==> src/rtl/key_input_pkg.sv <==
// Shared types and elaboration-time helpers for the debounced key front end.
package key_input_pkg;

   typedef enum logic [2:0] {
      ST_IDLE       = 3'd0,
      ST_DB_PRESS   = 3'd1,
      ST_HELD       = 3'd2,
      ST_REPEAT     = 3'd3,
      ST_DB_RELEASE = 3'd4
   } key_state_e;

   function automatic int ms_to_cyc(input int clk_hz, input int ms);
      return clk_hz / 1000 * ms;
   endfunction

   function automatic int cnt_width(input int a, input int b, input int c);
      int m;
      m = a;
      if (b > m) m = b;
      if (c > m) m = c;
      return $clog2(m + 1);
   endfunction

endpackage

==> src/rtl/key_fsm.sv <==
// One key: 2-FF synchroniser, debounce/hold FSM and event pulse generation.
module key_fsm
   import key_input_pkg::*;
#(
   parameter int CLK_HZ      = 27_000_000,
   parameter int DEBOUNCE_MS = 20,
   parameter int LONG_MS     = 1000,
   parameter int REPEAT_MS   = 200
) (
   input  logic i_clk,
   input  logic i_rst,
   input  logic i_key_n,
   output logic o_level,
   output logic o_press,
   output logic o_release,
   output logic o_long,
   output logic o_repeat
);

   localparam int DB_CYC   = ms_to_cyc(CLK_HZ, DEBOUNCE_MS);
   localparam int LONG_CYC = ms_to_cyc(CLK_HZ, LONG_MS);
   localparam int REP_CYC  = ms_to_cyc(CLK_HZ, REPEAT_MS);
   localparam int CW       = cnt_width(DB_CYC, LONG_CYC, REP_CYC);

   localparam logic [CW-1:0] DB_LAST   = CW'(DB_CYC - 1);
   localparam logic [CW-1:0] LONG_LAST = CW'(LONG_CYC - 1);
   localparam logic [CW-1:0] REP_LAST  = CW'(REP_CYC - 1);

   if (DB_CYC < 2 || LONG_CYC <= DB_CYC || REP_CYC < 2) begin : g_bad_params
      $error("key_fsm: invalid timing parameters");
   end

   logic [1:0]    r_sync;
   logic          w_pressed;
   key_state_e    r_state;
   key_state_e    r_origin;
   logic [CW-1:0] r_db_cnt;
   logic [CW-1:0] r_hold_cnt;
   logic          r_level;
   logic          r_press;
   logic          r_release;
   logic          r_long;
   logic          r_repeat;

   key_state_e    w_run_state;
   logic [CW-1:0] w_hold_nxt;
   logic          w_long;
   logic          w_repeat;

   always_ff @(posedge i_clk or posedge i_rst) begin
      if (i_rst) r_sync <= 2'b11;
      else       r_sync <= {r_sync[0], i_key_n};
   end

   assign w_pressed = ~r_sync[1];

   // Hold/repeat advance; applied on every HELD/REPEAT cycle, including the one that sees a release.
   always_comb begin
      w_run_state = r_state;
      w_hold_nxt  = r_hold_cnt + 1'b1;
      w_long      = 1'b0;
      w_repeat    = 1'b0;
      if (r_state == ST_HELD && r_hold_cnt == LONG_LAST) begin
         w_long      = 1'b1;
         w_hold_nxt  = '0;
         w_run_state = ST_REPEAT;
      end else if (r_state == ST_REPEAT && r_hold_cnt == REP_LAST) begin
         w_repeat    = 1'b1;
         w_hold_nxt  = '0;
      end
   end

   always_ff @(posedge i_clk or posedge i_rst) begin
      if (i_rst) begin
         r_state    <= ST_IDLE;
         r_origin   <= ST_HELD;
         r_db_cnt   <= '0;
         r_hold_cnt <= '0;
         r_level    <= 1'b0;
         r_press    <= 1'b0;
         r_release  <= 1'b0;
         r_long     <= 1'b0;
         r_repeat   <= 1'b0;
      end else begin
         r_press   <= 1'b0;
         r_release <= 1'b0;
         r_long    <= 1'b0;
         r_repeat  <= 1'b0;
         case (r_state)
            ST_IDLE: begin
               if (w_pressed) begin
                  r_state  <= ST_DB_PRESS;
                  r_db_cnt <= '0;
               end
            end
            ST_DB_PRESS: begin
               if (!w_pressed) begin
                  r_state <= ST_IDLE;
               end else if (r_db_cnt == DB_LAST) begin
                  r_state    <= ST_HELD;
                  r_press    <= 1'b1;
                  r_level    <= 1'b1;
                  r_hold_cnt <= '0;
               end else begin
                  r_db_cnt <= r_db_cnt + 1'b1;
               end
            end
            ST_HELD, ST_REPEAT: begin
               r_hold_cnt <= w_hold_nxt;
               r_long     <= w_long;
               r_repeat   <= w_repeat;
               r_origin   <= w_run_state;
               if (!w_pressed) begin
                  r_state  <= ST_DB_RELEASE;
                  r_db_cnt <= '0;
               end else begin
                  r_state <= w_run_state;
               end
            end
            ST_DB_RELEASE: begin
               // Hold counter stays frozen here; a re-press resumes the origin state silently.
               if (w_pressed) begin
                  r_state <= r_origin;
               end else if (r_db_cnt == DB_LAST) begin
                  r_state   <= ST_IDLE;
                  r_release <= 1'b1;
                  r_level   <= 1'b0;
               end else begin
                  r_db_cnt <= r_db_cnt + 1'b1;
               end
            end
            default: r_state <= ST_IDLE;
         endcase
      end
   end

   assign o_level   = r_level;
   assign o_press   = r_press;
   assign o_release = r_release;
   assign o_long    = r_long;
   assign o_repeat  = r_repeat;

endmodule

==> src/rtl/key_input.sv <==
// Debounced multi-key front end: one key_fsm per pin plus an any-key level.
module key_input
   import key_input_pkg::*;
#(
   parameter int NUM_KEYS    = 2,
   parameter int CLK_HZ      = 27_000_000,
   parameter int DEBOUNCE_MS = 20,
   parameter int LONG_MS     = 1000,
   parameter int REPEAT_MS   = 200
) (
   input  logic                sys_clk,
   input  logic                sys_rst,
   input  logic [NUM_KEYS-1:0] key_n,
   output logic [NUM_KEYS-1:0] key_level,
   output logic [NUM_KEYS-1:0] press_pulse,
   output logic [NUM_KEYS-1:0] release_pulse,
   output logic [NUM_KEYS-1:0] long_pulse,
   output logic [NUM_KEYS-1:0] repeat_pulse,
   output logic                key_any
);

   for (genvar g = 0; g < NUM_KEYS; g++) begin : g_key
      key_fsm #(
         .CLK_HZ      (CLK_HZ),
         .DEBOUNCE_MS (DEBOUNCE_MS),
         .LONG_MS     (LONG_MS),
         .REPEAT_MS   (REPEAT_MS)
      ) u_key (
         .i_clk     (sys_clk),
         .i_rst     (sys_rst),
         .i_key_n   (key_n[g]),
         .o_level   (key_level[g]),
         .o_press   (press_pulse[g]),
         .o_release (release_pulse[g]),
         .o_long    (long_pulse[g]),
         .o_repeat  (repeat_pulse[g])
      );
   end

   assign key_any = |key_level;

endmodule
==> config.mk <==
export PLATFORM = sky130hd
export DESIGN_NAME = key_input
export DESIGN_NICKNAME = d
export VERILOG_FILES = /design/src/rtl/key_input_pkg.sv /design/src/rtl/key_fsm.sv /design/src/rtl/key_input.sv
export SDC_FILE = /design/constraint.sdc
export NUM_CORES = 1
export LEC_CHECK = 0
export ABC_AREA = 0
export CAP_MARGIN = 10
export CORE_ASPECT_RATIO = 0.6
export CORE_MARGIN = 1.5
export CORE_UTILIZATION = 55
export CTS_BUF_LIST = sky130_fd_sc_hd__clkbuf_8
export CTS_CLUSTER_DIAMETER = 100
export DETAILED_ROUTE_END_ITERATION = 8
export MAX_ROUTING_LAYER = met4
export PLACE_DENSITY = 0.72
export SKIP_CTS_REPAIR_TIMING = 1
export SYNTH_ARGS = -nofsm -noshare
export SYNTH_HDL_FRONTEND = slang
export SYNTH_SLANG_ARGS = --single-unit
==> constraint.sdc <==
create_clock -name sys_clk -period 6.1 [get_ports sys_clk]
set_input_delay 1.22 -clock sys_clk [delete_from_list [all_inputs] [get_ports sys_clk]]
set_output_delay 1.22 -clock sys_clk [all_outputs]
set_load 0.005 [all_outputs]
==> impl_metrics.json <==
{
  "status": "completed",
  "cts_buffers": 17,
  "cp.required_ns": 6.47,
  "wire_per_inst_um": 16.53,
  "worstPathArrival_ns": 3.41,
  "max_freq_ghz": 0.3294,
  "yosysWarnings": 0,
  "synth_edf_count": 0,
  "slew_violations": 0,
  "viasPerCell": 6.216,
  "n_antenna_cell": 0,
  "whs_ns": 0.3537,
  "finalSetupViolCount": 0,
  "tritoncts": "done",
  "num_rows": 31,
  "synth_cells": 765,
  "ys_seq_area_frac": 0.4549,
  "power_density_nw_per_um2": 235.9,
  "synth.net_count": 773,
  "clock_path_buffers": 2,
  "syn_area_per_cell_sq_um": 9.082,
  "hpwl_um": 10280,
  "dieWidth_um": 148.1,
  "grt-ovfl-total": 0,
  "worst-path-max-fanout": 11,
  "tightest_slew_ns": 1.013,
  "first_pass_iters": 5,
  "pin_count": 15,
  "maxCapViolCount": 0,
  "hold_viol_final": 0,
  "synth_most_common_cell": "dfrtp_1",
  "rsz0062_at_grt": "no",
  "antenna_found_initial": 0,
  "crit_type": "flip-flop to flip-flop",
  "via_count": 5831,
  "drt-initial-drc-count": 492,
  "fin_setup_tns_ns": 0,
  "syn_area_sq_um": 6948,
  "netlist_top_cells_count": "dfrtp_1, nand2_1, nor2_1, nand3_1, xnor2_1",
  "htree_levels": 4,
  "synth_seq_cells": 126,
  "layout.nets": 768,
  "coreArea_sq_um": 12180,
  "crit_path_start_kind": "flip-flop",
  "end_kind": "flip-flop",
  "final_util": 0.6236,
  "fin_crit_sh": 0.4977,
  "vdd_drop_max_mv": 0.1363,
  "cts-root-buf": "clkbuf_8",
  "drive_above_1_share": 0.08926,
  "relSlewSlack": 0.3198,
  "ys_types": 69,
  "synthFlopType": "dfrtp_1",
  "grt_pass1_vias": 5223,
  "start_util": 0.5705,
  "portBuffers": 14,
  "clock_sinks": 126,
  "finalCriticalPeriod_ns": 3.036,
  "finClkSkew_ns": 0.01354,
  "synth_area_leaders": "dfrtp_1, xnor2_1, nand2_1",
  "area_delta_synth_final_pct": 9.310,
  "grt_pass1_wl_um": 26370,
  "die_y_um": 90.06,
  "p_leak_nw": 3.055,
  "ys_async_sr_fraction": 1.000,
  "path_clk_slew_ns": 0.08,
  "synth.largest_area_cell": "dfrtp_1",
  "drc": 0,
  "hold_path.class": "flip-flop to flip-flop",
  "grt_max_degree": 80,
  "die-area_sq_um": 13340,
  "drt-total-wl_um": 15510,
  "clock_latency_ns": 0.44,
  "synth_top_area_frac": 0.4322,
  "antenna_left": 0,
  "track_usage": 0.2549,
  "gp_congestion": 0.8494
}
## area by class of cell
class,count,area [sq um]
clock buffer,18,247.7
clock inverter,14,216.5
fill,1012,4584
inverter,21,81.33
multi-input combinational,573,3490
sequential,126,3161
tap,165,206.4
timing repair buffer,21,192.7
## registers in the layout (all words and copies together) (netlist names)
name	count
g_key.u_key.o_press	2
g_key.u_key.o_level	2
g_key.u_key.r_state	6
g_key.u_key.r_hold_cnt	50
g_key.u_key.r_db_cnt	50
g_key.u_key.o_long	2
g_key.u_key.r_sync	4
g_key.u_key.o_release	2
g_key.u_key.r_origin	6
g_key.u_key.o_repeat	2
## placed cells by master (no fill, tap or decap), drive strengths merged, types with 7 or more instances in the layout
cell type      count
dfrtp            120
nand2             86
nor2              75
nand3             50
xnor2             46
o21ai             36
a21oi             33
or3               30
inv               23
nor4              21
nand4             19
clkbuf            19
nor3              18
and3              17
clkdlybuf4s50     14
a211oi             9
and4               8
or4                8
and2               8
nor4b              7
or2                7
## worst max-delay path: stages, from the launching register on
cell and delay [ns]:
dfrtp_1 0.42, or4_1 0.56, or4_4 0.54, or3_2 0.55, a21oi_1 0.55, o21ai_0 0.20
a21oi_1 0.15
## logic make-up after synthesis
group / count (synthesis) / share of synthesized area
compound gates: 134 / 0.1273
xor+xnor: 50 / 0.06303
fa+ha+maj: 4 / 0.007204
buf+inv: 66 / 0.04286
flops: 126 / 0.4549
mux: 5 / 0.007743
simple gates: 380 / 0.2970
## path summary, 6_finish.rpt
check	startpoint	to	slack [ns]	depth (start not counted)
setup reg to reg	g_key[0].u_key.r_db_cnt[20]	g_key[0].u_key.r_db_cnt[3]	3.06	6
min in group asynchronous	sys_rst	g_key[1].u_key.o_long	1.35	2
max in group asynchronous	sys_rst	g_key[0].u_key.r_hold_cnt[7]	3.58	3
hold / removal	g_key[0].u_key.r_sync[0]	g_key[0].u_key.r_sync[1]	0.35	0
setup / recovery	g_key[0].u_key.r_db_cnt[20]	g_key[0].u_key.r_db_cnt[3]	3.06	6
hold reg to reg	g_key[0].u_key.r_sync[0]	g_key[0].u_key.r_sync[1]	0.35	0
## where the power goes
part           switching (mW)  internal, mW
clock network           0.364         0.498
registers              0.0158         0.846
logic                  0.0478        0.0190
## per-stage QoR
stage          area (sq um)  total power [mW]  worst slack (ns)  std cells
6_report               7595             1.792             3.064        938
5_1_grt                7595             1.854             2.867        938
4_1_cts                7587             1.804             3.058        937
3_5_place_dp           7123            0.9456             2.979        905
3_3_place_gp           7123            0.9431             3.028        905
2_1_floorplan          6948            0.9248             1.534        765
## routing by layer
| layer | vias to the layer above | GRT usage | wire length, um |
|---|---|---|---|
| li1 | 2740 | - | - |
| met1 | 2878 | 0.3931 | 7881 |
| met2 | 196 | 0.3329 | 6577 |
| met3 | 17 | 0.04822 | 873 |
| met4 | 0 | 0.08168 | 177 |
| met5 | - | - | 0 |
Power figures use the tool's default switching activity.
